**config.mk**
```make
export PLATFORM = sky130hd
export DESIGN_NAME = ps2_uart_tx
export DESIGN_NICKNAME = d
export VERILOG_FILES = /design/src/rtl/ps2_uart_tx.sv
export SDC_FILE = /design/constraint.sdc
export NUM_CORES = 1
export LEC_CHECK = 0
export BUFFER_PORTS_ARGS = -buffer_cell sky130_fd_sc_hd__buf_4
export CORE_ASPECT_RATIO = 0.75
export CORE_MARGIN = 2
export CORE_UTILIZATION = 49
export DETAILED_ROUTE_END_ITERATION = 10
export GPL_ROUTABILITY_DRIVEN = 1
export PLACE_DENSITY = 0.66
export SLEW_MARGIN = 20
export SYNTH_ARGS = -nofsm -noshare
export SYNTH_HDL_FRONTEND = slang
export SYNTH_SLANG_ARGS = --single-unit
```
**constraint.sdc**
```tcl
create_clock -name clk -period 2.72 [get_ports clk]
set_input_delay 0.272 -clock clk [delete_from_list [all_inputs] [get_ports clk]]
set_output_delay 0.272 -clock clk [all_outputs]
set_load 0.005 [all_outputs]
```
**src/rtl/ps2_uart_tx.sv**
```systemverilog
// Buffered 8N1 UART transmitter: keyboard bytes enter a small FIFO over valid/ready
// and are serialized LSB first onto tx at CLK_HZ / BAUD cycles per bit.
module ps2_uart_tx #(
    parameter int unsigned CLK_HZ = 24000000,
    parameter int unsigned BAUD   = 9600,
    parameter int unsigned DEPTH  = 4
) (
    input  logic       clk,
    input  logic       clr_n,
    input  logic [7:0] data,
    input  logic       valid,
    output logic       ready,
    output logic       tx,
    output logic       busy
);

    localparam int unsigned DIV = CLK_HZ / BAUD;
    localparam int unsigned BW  = (DIV > 1) ? $clog2(DIV) : 1;
    localparam int unsigned PW  = $clog2(DEPTH);
    localparam int unsigned CW  = $clog2(DEPTH + 1);

    localparam logic [BW-1:0] BaudLast  = BW'(DIV - 1);
    localparam logic [CW-1:0] CountFull = CW'(DEPTH);

    typedef enum logic [1:0] {
        StIdle,
        StStart,
        StData,
        StStop
    } state_e;

    state_e          state_q;
    logic [BW-1:0]   baud_q;
    logic [2:0]      bit_q;
    logic [7:0]      shift_q;

    logic [7:0]      mem_q [DEPTH];
    logic [PW-1:0]   wr_ptr_q;
    logic [PW-1:0]   rd_ptr_q;
    logic [CW-1:0]   count_q;
    logic [CW-1:0]   count_d;

    logic            push;
    logic            pop;
    logic            empty;
    logic            baud_last;
    logic [7:0]      head;

    assign ready     = (count_q != CountFull);
    assign empty     = (count_q == '0);
    assign push      = valid && ready;
    assign baud_last = (baud_q == BaudLast);
    assign head      = mem_q[rd_ptr_q];

    // The serializer takes the head either from IDLE or on the final STOP cycle,
    // which is what makes back-to-back frames gapless.
    assign pop = !empty && ((state_q == StIdle) || ((state_q == StStop) && baud_last));

    always_comb begin
        count_d = count_q;
        if (push && !pop) begin
            count_d = count_q + CW'(1);
        end else if (!push && pop) begin
            count_d = count_q - CW'(1);
        end
    end

    always_ff @(posedge clk) begin
        if (push) begin
            mem_q[wr_ptr_q] <= data;
        end
    end

    always_ff @(posedge clk or negedge clr_n) begin
        if (!clr_n) begin
            wr_ptr_q <= '0;
            rd_ptr_q <= '0;
            count_q  <= '0;
        end else begin
            if (push) begin
                wr_ptr_q <= wr_ptr_q + PW'(1);
            end
            if (pop) begin
                rd_ptr_q <= rd_ptr_q + PW'(1);
            end
            count_q <= count_d;
        end
    end

    always_ff @(posedge clk or negedge clr_n) begin
        if (!clr_n) begin
            state_q <= StIdle;
            baud_q  <= '0;
            bit_q   <= '0;
            shift_q <= '0;
            tx      <= 1'b1;
            busy    <= 1'b0;
        end else begin
            unique case (state_q)
                StIdle: begin
                    tx   <= 1'b1;
                    busy <= (count_d != '0);
                    if (pop) begin
                        shift_q <= head;
                        baud_q  <= '0;
                        state_q <= StStart;
                        tx      <= 1'b0;
                        busy    <= 1'b1;
                    end
                end
                StStart: begin
                    if (baud_last) begin
                        baud_q  <= '0;
                        bit_q   <= '0;
                        state_q <= StData;
                        tx      <= shift_q[0];
                    end else begin
                        baud_q <= baud_q + BW'(1);
                    end
                end
                StData: begin
                    if (baud_last) begin
                        baud_q <= '0;
                        if (bit_q == 3'd7) begin
                            state_q <= StStop;
                            tx      <= 1'b1;
                        end else begin
                            bit_q   <= bit_q + 3'd1;
                            shift_q <= {1'b0, shift_q[7:1]};
                            tx      <= shift_q[1];
                        end
                    end else begin
                        baud_q <= baud_q + BW'(1);
                    end
                end
                StStop: begin
                    if (baud_last) begin
                        baud_q <= '0;
                        if (pop) begin
                            shift_q <= head;
                            state_q <= StStart;
                            tx      <= 1'b0;
                        end else begin
                            state_q <= StIdle;
                            tx      <= 1'b1;
                            busy    <= (count_d != '0);
                        end
                    end else begin
                        baud_q <= baud_q + BW'(1);
                    end
                end
                default: begin
                    state_q <= StIdle;
                    tx      <= 1'b1;
                end
            endcase
        end
    end

endmodule

```
# Yosys cells after proc, flatten, opt, wreduce, memory -nomap -nowiden
# Memory sizes are Yosys's and may differ from the RTL's.
# Index checks and enable logic that the tools add are counted.
[word_totals]
reg_bits = 34
input_bits = 11
out_inout_bits = 3
ram_bits = 32
word_cells = 83
mem_count = 1
[classes]
addsub = 6
mux = 33
n_reduce_logical = 21
eq_ne = 13
[mem_list]
columns = ["memory", "words", "width", "rd", "rd_clocked_by_memory_dff", "write_ports", "line_no", "text"]
rows = [
  ["mem_q", 4, 8, 1, 0, 1, "37", "logic [7:0] mem_q [DEPTH];"],
]
[ops]
columns = ["cell", "count"]
rows = [
  ["2-to-1 mux 8 bit", 4],
  ["2-to-1 mux 12 bit", 2],
  ["case mux 12 bit (2 select lines)", 1],
  ["case mux 8 bit (3 select lines)", 1],
  ["2-to-1 mux 3 bit", 5],
  ["!= test 2 bit, second input constant", 7],
  ["adder 12 x 1 -> 12 bit, second input constant", 1],
  ["== test 12 bit, second input constant", 1],
  ["2-to-1 mux 1 bit", 11],
  ["2-to-1 mux 2 bit", 5],
  ["case mux 2 bit (4 select lines)", 1],
  ["AND reduction 4 bit", 2],
  ["adder 3 x 1 -> 3 bit, second input constant", 2],
  ["case mux 3 bit (2 select lines)", 1],
  ["AND reduction 3 bit", 2],
  ["nonzero test 3 bit", 2],
  ["logical AND 1 bit", 5],
  ["AND reduction 5 bit", 1],
  ["adder 2 x 1 -> 2 bit, second input constant", 2],
  ["== test 2 bit, second input constant", 2],
  ["case mux 1 bit (4 select lines)", 1],
  ["nonzero test 2 bit", 2],
  ["== test 3 bit, second input constant", 1],
  ["logical NOT 1 bit", 3],
  ["8 further kinds", 8],
]

# Logic depth before layout (Yosys ltp)
# Gate-level depths: netlist of run 1.
[depth]
depth_word = 11
ltp_mapped = 8
depth_no_buf = 7

# Worst setup path before layout of run 1
# OpenSTA, ideal clock, no wires.
[synth_timing]
path_kind = "register to register"
start = "register baud_q[5]"
end = "register shift_q[0]"
stages_incl_launch_ff = 7
path_slack_ps = 371
arrival_time_ps = 2225
path_buffers = 2
setup_time_ps = 125
required_ps = 2595
synth_period_minus_slack_ps = 2349
cell_sequence = "dfrtp_1 > buf_6 > or4b_4 > or4_1 > buf_2 > o22ai_2 > mux2_2"
[synth_between]
elab_chain_cells = 7
word_cells_on_any_way = 10
cone_classes = "3 x eq/ne; 3 x mux; 4 x reduce/logical"
[synth_rtl]
columns = ["item", "line_no", "text"]
rows = [
  ["start: declaration", "33", "logic [BW-1:0] baud_q;"],
  ["start signal: assignment", "118", "baud_q <= baud_q + BW'(1);"],
  ["start signal: assignment", "133", "baud_q <= baud_q + BW'(1);"],
  ["start signal: assignment", "149", "baud_q <= baud_q + BW'(1);"],
  ["== test 12 bit *", "52", "assign baud_last = (baud_q == BaudLast);"],
  ["logical AND 1 bit", "57", "assign pop = !empty && ((state_q == StIdle) || ((state_q == StStop) && baud_last));"],
  ["logical OR 1 bit", "57", ""],
  ["logical AND 1 bit", "57", ""],
  ["2-to-1 mux 8 bit (2 in a row)", "-", ""],
  ["case mux 8 bit (3 select lines)", "-", ""],
  ["end signal: assignment", "129", "shift_q <= {1'b0, shift_q[7:1]};"],
  ["end: declaration", "35", "logic [7:0] shift_q;"],
]
# Mark *: on every way between the ends. The rest lies on a longest branch, timed or not. The select of a mux whose other input is x is not followed.
# A chain may end at the register's enable or synchronous reset.

# Final worst setup path of run 1
[layout_timing]
start = "register baud_q[5]"
end = "register shift_q[5]"
# The elaborated chain is that of the path after synthesis.

==> results of run 1 <==
==> through the flow <==
step / setup WS (ps) / total power [W]
2_1_floorplan: 371 / 0.00271
3_3_place_gp: 276 / 0.00310
3_5_place_dp: 240 / 0.00313
4_1_cts: 217 / 0.00400
5_1_grt: 126 / 0.00425
6_report: 199 / 0.00397
==> routing by layer <==
layer,wire length (um),up-vias,global-route usage [%]
li1,-,1019,-
met2,2530,47,26.0
met3,237,4,5.01
met4,42,0,6.39
met5,0,-,0
met1,3150,1008,26.5
==> cell type report <==
type                       count  area, um^2  area share [%]
sequential                    66        1810            49.3
multi-input combinational    174        1370            37.1
timing repair buffer          20         153            4.15
clock buffer                   9         124            3.37
tap                           81         101            2.76
clock inverter                 7        85.1            2.31
inverter                      10        37.5            1.02
==> layout by cell type, fill, tap and decap left out, types with 5 or more instances in the layout <==
master	n
mux4_2	8
o21ai_0	25
ha_1	15
clkbuf_8	9
nor2_1	12
buf_4	19
a31oi_1	5
edfxtp_1	32
dfrtp_1	33
nand2_1	23
inv_1	10
and2_1	5
xnor2_1	5
nor2b_1	5
mux2_2	16
==> path summary, 6_finish.rpt <==
check	startpoint	endpoint	slack, ps	depth (start not counted)
max	baud_q[5]	shift_q[5]	200	4
min	data[6]	mem_q[3][6]	120	1
max reg2reg	baud_q[5]	shift_q[5]	200	4
min reg2reg	bit_q[1]	bit_q[1]	510	1
max in group asynchronous	clr_n	tx	1970	2
min in group asynchronous	clr_n	bit_q[0]	410	2
==> registers in the layout, indices dropped and copies added (netlist names) <==
register and cells:
wr_ptr_q 2, baud_q 12, state_q 2, tx 1
busy 1, bit_q 3, shift_q 8, mem_q 32
rd_ptr_q 2, count_q 3
==> worst max-delay path: cells and delay by family (launching register included) <==
family             cells  cell delay, ps
and+or+nand+nor        2            1120
muxes                  1             390
DFF                    1             460
AOI/OAI and AO/OA      1             430
==> logic make-up after synthesis <==
logic type	after synthesis	synth area share [%]
flip-flops	66	55.6
adder cells (fa/ha/maj)	15	5.75
AO/OA/AOI/OAI	56	11.5
multiplexers	25	11.4
XOR/XNOR	7	1.88
buffers and inverters	20	2.57
AND/OR/NAND/NOR	71	11.4
==> report_power, final <==
group,internal (W),total (W),leakage (nW),switching [W]
sequential,0.00134,0.00156,0.720,0.000220
clock,0.000440,0.000854,0.106,0.000414
combinational,0.000768,0.00156,0.621,0.000793
==> impl_results.md, run 1 <==
* First-pass GRT wire length at 10,100 um
* Die area at 7330 um^2
* Post-Layout Cell Count at 367
* CTS clock-pin slew for the worst setup and hold paths at 80 ps
* Top post-synthesis cells by count: 33 x dfrtp_1, 32 x edfxtp_1, 25 x o21ai_0
* RSZ-0062 raised after global routing: no
* Routed length per instance at 16.2 um
* CP max stage delay at 580 ps
* Clock Latency Late Sink at 350 ps
* Post-synth top area share at 29.5%
* Cts hold-fix bufs at 1
* Final Cycle Share at 92.7%
* Final Hold Violating Endpoints at 0
* Post-DP HPWL at 4150 um
* Vias in the first global route at 2,034
* Gr ovfl total at 0
* Post-synth ARST share at 51.5%
* Pleak at 1.45 nW
* Clk buf depth at 2
* Worst-path fanout max at 9
* Pwr Density at 1080 nW/um^2
* Overall routing resource usage at 18.0%
* Relative slew slack at 58.6%
* Num CTS Buffers at 9
* Final Skew at 6.93 ps
* Final min period at 2520 ps
* Die height at 74.7 um
* Final #Nets at 307
* Count leader, synth: dfrtp_1
* Fin area at 3680 um^2
* Crit path DAT at 2750 ps
* Final Slew Violations at 0
* Avg Inst Size Synth at 12.5 um^2
* Ports at 14
* Status: completed
* VDD IR max at 0.000471 V
* Crit end category: flop
* Antenna Cells at 0
* Max-Cap Viols at 0
* Fraction of layout cells with a size suffix above 1 at 23.1%
* Number of distinct library cells after synthesis at 50
* Starting Density at 51.1%
* Vias at 2,078
* Largest net degree at the start of global routing at 35
* Hold Path Class: in -> reg
* F_max at 397 MHz
* Syn-to-layout area delta at 12.8%
* IO Port Bufs at 13
* Yosys warns at 0
* DRC viols at 0
* Predominant post-synthesis flop cell: dfrtp_1
* Htree depth at 3
* DRT Pass-1 Iters at 4
* Hold_ws at 118 ps
* Mapped Area at 3260 um^2
* Setup repair bufs after CTS at 0
* Area leader, netlist: edfxtp_1
* Finish-stage setup viols at 0
* Die Width at 98.2 um
* # rows at 25
* CTS Sinks at 66
* Routability Congestion at 0.807
* Post-route setup TNS at 0 ps
* Least-Margin Pin Slew at 619 ps
* Yosys reg bits at 66
* CTS tree: yes
* Number of flops mapped to enable cells by yosys at 32
* Element type at the critical path start: flop
* Top post-synthesis cells by area: edfxtp_1 29%, dfrtp_1 25%, ha_1 5.8%, mux2_2 5.5%, mux4_2 5.5%
* Placed insts at 350
* Crit Path Class: reg -> reg
* Crit-path slowest cell: or4b_4
* Util after Layout at 57.6%
* Vias per cell at 5.66
* Post-DRT Antenna Nets at 0
* Worst endpoint required time at 2950 ps
* Core area at 6380 um^2
* CTS Root Cell: clkbuf_8
* DRT Wirelength at 5960 um
* Cells after synthesis at 260
* Net Count, Synth at 286
* Post_cts resized at 0
* Antenna violations before repair at 0
* Fillers at 539
* Post-synthesis sequential area ratio at 55.6%
* DRT iter0 DRCs at 88
* DP Area at 3460 um^2
* Critical Path, Cell by Cell: or4b_4, or4_1, o22ai_2, mux2_2
Note: power is estimated with default switching activity, not from simulation.
==> run 2, diff against run 1 <==
--- a/config.mk
+++ b/config.mk
@@ -11,6 +11,7 @@
 export CORE_UTILIZATION = 49
 export DETAILED_ROUTE_END_ITERATION = 10
 export GPL_ROUTABILITY_DRIVEN = 1
+export GPL_TIMING_DRIVEN = 0
 export PLACE_DENSITY = 0.66
 export SLEW_MARGIN = 20
 export SYNTH_ARGS = -nofsm -noshare
==> constraint.sdc (replaced) <==
create_clock -name clk -period 2.42 [get_ports clk]
set_input_delay 0.242 -clock clk [delete_from_list [all_inputs] [get_ports clk]]
set_output_delay 0.242 -clock clk [all_outputs]
set_load 0.005 [all_outputs]
==> impl_results.md, run 2 (synthesis gave the netlist of run 1 again) <==
* Proportion of power drawn by combinational gates at 42.7% (+3.4 points)
* Util after Layout at 59.2% (+1.6 points)
* Clock power share at 21.6% (about the same)
* Crit end category: flop
* Max reg flops at 32 (unchanged)
* Worst r2r path cells at 6 (+2)
* Hold_ws at 93.2 ps (-24.9 ps)
* CTS Sinks at 66 (unchanged)
* Antenna Cells at 0 (unchanged)
* Hold_sp: data[7]
* DRC viols at 0 (unchanged)
* Status: completed
* Vias in the first global route at 2,029 (-0.25%)
* CTS tree: yes
* Routed length per instance at 16.4 um (+1.2%)
* Element type at the critical path start: flop
* Routability Congestion at 0.780 (-3.3%)
* FF-to-FF setup slack at 0.8 ps (-200 ps)
* Crit-path slowest cell: or4b_4
* Gr ovfl total at 0 (unchanged)
* Worst endpoint required time at 2660 ps (-290 ps)
* Clock Latency Late Sink at 350 ps (about the same)
* Worst Path Buf+Inv at 1 (+1)
* Fraction of layout cells with a size suffix above 1 at 23.4% (+0.29 points)
* Post-DRT Antenna Nets at 0 (unchanged)
* Most common cell after layout, fill and taps aside: dfrtp_1
* Crit Reg-Reg Startpoint: baud_q[5]
* Most frequent cells in the layout: 33 x dfrtp_1, 32 x edfxtp_1, 25 x o21ai_0
* Hold Path Class: in -> reg
* First-pass GRT wire length at 10,400 um (+3.3%)
* Pre-CTS setup slack at -343 ps (-583 ps)
* Overall routing resource usage at 18.7% (+0.75 points)
* Internal power at 0.00302 W (+19%)
* Least-Margin Pin Slew at 801 ps (+182 ps)
* Max-Cap Viols at 0 (unchanged)
* Die height at 74.7 um (unchanged)
* Ports at 14 (unchanged)
* Largest regs: mem_q: 32 flops, baud_q: 12 flops, shift_q: 8 flops
* IO Port Bufs at 13 (unchanged)
* CTS Root Cell: clkbuf_8
* Final min period at 2420 ps (-101 ps)
* Reg-to-reg endpoint: busy
* Antenna violations before repair at 0 (unchanged)
* # rows at 25 (unchanged)
* WHS Endpoint: mem_q[0][7]
* RSZ-0062 raised after global routing: yes
* Die area at 7330 um^2 (unchanged)
* Final #Nets at 313 (+2.0%)
* Starting Density at 51.1% (unchanged)
* Critical Path, Cell by Cell: buf_6, or4b_4, o41a_1, or4_1, o311a_2, o32a_1
* Vias per cell at 5.63 (-0.58%)
* DRT Wirelength at 6120 um (+2.6%)
* WHS Path Cells at 1 (unchanged)
* Largest net degree at the start of global routing at 35 (unchanged)
* Final Skew at 8.47 ps (+1.55 ps)
* Pwr Density at 1230 nW/um^2 (+14%)
* Post-DP HPWL at 4220 um (+1.8%)
* Net Sw Frac at 34.9% (-1.0 points)
* Final Slew Violations at 0 (unchanged)
* Htree depth at 3 (unchanged)
* Relative slew slack at 46.6% (-12 points)
* Cell family with most CP delay: simple AND/OR/NAND/NOR gates
* Sequential share of power at 35.7% (-3.5 points)
* Crit Path Class: reg -> reg
* Biggest register: mem_q
* Worst-path fanout max at 9 (unchanged)
* Vias at 2,094 (+0.77%)
* Psw at 0.00162 W (+14%)
* Crit path DAT at 2650 ps (-100 ps)
* Syn-to-layout area delta at 15.9%
* F_max at 413 MHz (+4.2%)
* Die Width at 98.2 um (unchanged)
* Num CTS Buffers at 9 (unchanged)
* VDD IR max at 0.000688 V (+46%)
* CP max stage delay at 540 ps (-40 ps)
* Slack of the critical path at 0.828 ps (-199 ps)
* Core area at 6380 um^2 (unchanged)
* DRT iter0 DRCs at 121 (+38%)
* Finish-stage setup viols at 0 (unchanged)
* Clk buf depth at 2 (unchanged)
* Final Hold Violating Endpoints at 0 (unchanged)
* Pleak at 1.48 nW (+2.2%)
* Final Cycle Share at 100% (+7.3 points)
* DRT Pass-1 Iters at 4 (unchanged)
* CTS clock-pin slew for the worst setup and hold paths at 80 ps (about the same)
[run 2: final cells by class]
class,instances,area (um^2)
Fill cell,574,2600
Sequential cell,66,1810
Multi-Input combinational cell,174,1420
Timing Repair Buffer,17,143
Clock buffer,9,124
Tap cell,81,101
Clock inverter,6,92.6
Buffer,9,50.0
Inverter,10,37.5
[run 2: power groups by stage]
| stage | registers, W | logic (W) | clock network (W) |
|---|---|---|---|
| 6_report | 0.00166 | 0.00198 | 0.00101 |
| 4_1_cts | 0.00166 | 0.00199 | 0.00103 |
| 3_5_place_dp | 0.00168 | 0.00184 | 0 |
| 3_3_place_gp | 0.00167 | 0.00179 | 0 |
| 5_1_grt | 0.00170 | 0.00224 | 0.00107 |
| 2_1_floorplan | 0.00164 | 0.00141 | 0 |
[run 2: per-stage QoR]
stage / power (W) / cells / cell area, um^2 / setup TNS [ps]
after global placement: 0.00346 / 354 / 3460 / -2560
after floorplan: 0.00305 / 260 / 3260 / 0
final: 0.00465 / 372 / 3780 / 0
after global routing: 0.00500 / 372 / 3780 / -288
after detailed placement: 0.00352 / 354 / 3460 / -2940
after CTS: 0.00468 / 373 / 3780 / 0
[run 2: layer usage]
metal | track usage, % | part of all wire [%]
met5 | 0 | 0
met4 | 4.57 | 0.74
met3 | 6.13 | 4.5
met2 | 26.8 | 42
met1 | 28.1 | 53
[run 2: how the worst max path moves through the flow]
stage,startpoint,to,slack (ps),cells after the start
2_1_floorplan,baud_q[5],shift_q[0],70,6
3_3_place_gp,baud_q[5],shift_q[2],-310,6
3_5_place_dp,baud_q[5],shift_q[0],-340,6
4_1_cts,baud_q[5],busy,0.06,6
5_1_grt,baud_q[2],busy,-80,5
6_report,baud_q[5],busy,0.8,6
[run 2: worst register-to-register path: stages (launching register included)]
cell	delay [ps]
dfrtp_1	380
buf_6	140
or4b_4	540
o41a_1	440
or4_1	500
o311a_2	150
o32a_1	160
[run 2: what timing repair did]
action,CTS,global route
buffers inserted,3,0
pin swaps,4,0
hold buffers,1,0
hold endpoints to repair,33,0
endpoints found under the setup margin,13,13
resized for setup,12,2
==> run 3, diff against run 2 <==
==> constraint.sdc (replaced) <==
create_clock -name clk -period 2.42 [get_ports clk]
set_input_delay 0.121 -clock clk [delete_from_list [all_inputs] [get_ports clk]]
set_output_delay 0.121 -clock clk [all_outputs]
set_load 0.005 [all_outputs]
==> impl_results.md, run 3 (synthesis gave the netlist of run 1 again) <==
* VDD IR max at 0.000688 V (about the same)
* F_max at 413 MHz (about the same)
* Ports at 14 (unchanged)
* Placed insts at 354 (unchanged)
* Crit-path slowest cell: or4b_4
* Crit path DAT at 2660 ps (about the same)
* Vias at 2,136 (+2.0%)
* Crit path from: baud_q[5]
* Final Cycle Share at 100% (about the same)
* Max-Cap Viols at 0 (unchanged)
* Post-DP HPWL at 4220 um (unchanged)
* # rows at 25 (unchanged)
* FF-to-FF setup slack at 0.003 ps (about the same)
* DRC viols at 0 (unchanged)
* Pwr Density at 1210 nW/um^2 (-1.8%)
* Core area at 6380 um^2 (unchanged)
* Critical Path, Cell by Cell: buf_6, or4b_4, o41a_1, or4_1, o311a_2, o32a_1
* DRT Pass-1 Iters at 5 (+1)
* Hold_ws at 122 ps (+28.4 ps)
* Pleak at 1.51 nW (+2.3%)
* DRT Wirelength at 6210 um (+1.4%)
* Proportion of power drawn by combinational gates at 42.9% (+0.2 points)
* Clock power share at 21.5% (about the same)
* CP max stage delay at 540 ps (about the same)
* Crit Reg-Reg Startpoint: baud_q[5]
* Net Sw Frac at 34.9% (about the same)
* Final #Nets at 321 (+2.6%)
* Vias per cell at 5.62 (-0.14%)
* Worst Path Buf+Inv at 1 (unchanged)
* Final Skew at 8.80 ps (+0.326 ps)
* Reg-to-reg endpoint: busy
* Routability Congestion at 0.780 (unchanged)
* Final Power at 0.00466 W (+0.29%)
* Max reg flops at 32 (unchanged)
* Overall routing resource usage at 19.0% (+0.21 points)
* RSZ-0062 raised after global routing: yes
* Worst-path fanout max at 9 (unchanged)
* Util after Layout at 60.5% (+1.3 points)
* Hold Path Class: in -> reg
* CP endpoint: busy
* Final Hold Violating Endpoints at 0 (unchanged)
* Die Width at 98.2 um (unchanged)
* Htree depth at 3 (unchanged)
* Worst r2r path cells at 6 (unchanged)
* Antenna Cells at 0 (unchanged)
* CTS tree: yes
* CTS Root Cell: clkbuf_8
* Final Slew Violations at 0 (unchanged)
* Least-Margin Pin Slew at 802 ps (+1.45 ps)
* Largest regs: mem_q: 32 flops, baud_q: 12 flops, shift_q: 8 flops
* Status: completed
* Vias in the first global route at 2,081 (+2.6%)
* Element type at the critical path start: flop
* Post-Layout Cell Count at 380 (+2.2%)
* Crit Path Class: reg -> reg
* Most common cell after layout, fill and taps aside: dfrtp_1
* Crit end category: flop
* Sequential share of power at 35.6% (about the same)
* DRT iter0 DRCs at 116 (-4.1%)
* Cell family with most CP delay: simple AND/OR/NAND/NOR gates
* Psw at 0.00163 W (+0.29%)
* Internal power at 0.00303 W (+0.29%)
* IO Port Bufs at 13 (unchanged)
* Antenna violations before repair at 0 (unchanged)
* Die area at 7330 um^2 (unchanged)
* Routed length per instance at 16.3 um (-0.71%)
* Die height at 74.7 um (unchanged)
* Biggest register: mem_q
* Clk buf depth at 2 (unchanged)
* Relative slew slack at 46.5% (-0.097 points)
* Worst endpoint required time at 2660 ps (about the same)
* Most frequent cells in the layout: 33 x dfrtp_1, 32 x edfxtp_1, 25 x o21ai_0
* Largest net degree at the start of global routing at 35 (unchanged)
* Critical Path Stages at 6 (unchanged)
* Fraction of layout cells with a size suffix above 1 at 22.7% (-0.63 points)
* Hold_sp: valid
* Finish-stage setup viols at 0 (unchanged)
* Post-DRT Antenna Nets at 0 (unchanged)
* CTS clock-pin slew for the worst setup and hold paths at 80 ps (about the same)
* Syn-to-layout area delta at 18.3%
* Clock Latency Late Sink at 350 ps (about the same)
* Num CTS Buffers at 9 (unchanged)
* Final min period at 2420 ps (+0.825 ps)
* Gr ovfl total at 0 (unchanged)
* CTS Sinks at 66 (unchanged)
* First-pass GRT wire length at 10,600 um (+1.4%)
* Starting Density at 51.1% (unchanged)
run 3: changes by cell type in the layout (fill, tap and decap cells not counted), sizes merged:
cell | before | now
dlygate4sd3 | 1 | 9
run 3: layout make-up:
type,instances,area (um^2)
Fill cell,561,2520
Sequential cell,66,1810
Multi-Input combinational cell,174,1420
Timing Repair Buffer,25,223
Clock buffer,9,124
Tap cell,81,101
Clock inverter,6,92.6
Buffer,9,50.0
Inverter,10,37.5
run 3: repair_timing:
item                                    CTS  global route
endpoints found under the setup margin   13            13
gates resized for setup                  12             2
cloned                                    0             0
hold buffers                              9             0
buffers inserted                          3             0
hold endpoints to repair                 65             0
pin swaps                                 4             0
run 3: power groups by stage:
| stage | clock network (W) | logic, W | registers (W) |
|---|---|---|---|
| 4_1_cts | 0.00103 | 0.00200 | 0.00166 |
| 2_1_floorplan | 0 | 0.00141 | 0.00164 |
| 5_1_grt | 0.00106 | 0.00226 | 0.00170 |
| 3_3_place_gp | 0 | 0.00179 | 0.00167 |
| 3_5_place_dp | 0 | 0.00184 | 0.00168 |
| 6_report | 0.00100 | 0.00200 | 0.00166 |
run 3: worst min-delay path by stage:
| stage | cells after the start | endpoint |
|---|---|---|
| 3_3_place_gp | 1 | shift_q[3] |
| 6_report | 3 | count_q[2] |
| 2_1_floorplan | 0 | baud_q[0] |
| 4_1_cts | 3 | count_q[2] |
| 5_1_grt | 3 | count_q[2] |
| 3_5_place_dp | 1 | shift_q[3] |
run 3: metrics by stage:
step                      area (um^2)  setup TNS (ps)  worst slack [ps]
after floorplan                  3260               0              70.5
final                            3860               0           0.00333
after detailed placement         3460           -2940              -343
after global routing             3860            -288             -83.8
after CTS                        3860               0            0.0564
after global placement           3460           -2560              -305
run 3: routing by layer:
layer	GRT usage [%]	part of all wire (%)
met1	28.3	52
met2	27.4	42
met3	6.13	4.5
met4	4.57	0.66
met5	0	0
run 3: worst reg2reg max path, delay by kind of cell (launching register included):
kind / cells / cell delay, ps
AND/OR/NAND/NOR: 2 / 1040
flip-flops: 1 / 380
AO/OA/AOI/OAI: 3 / 750
buffers and inverters: 1 / 140
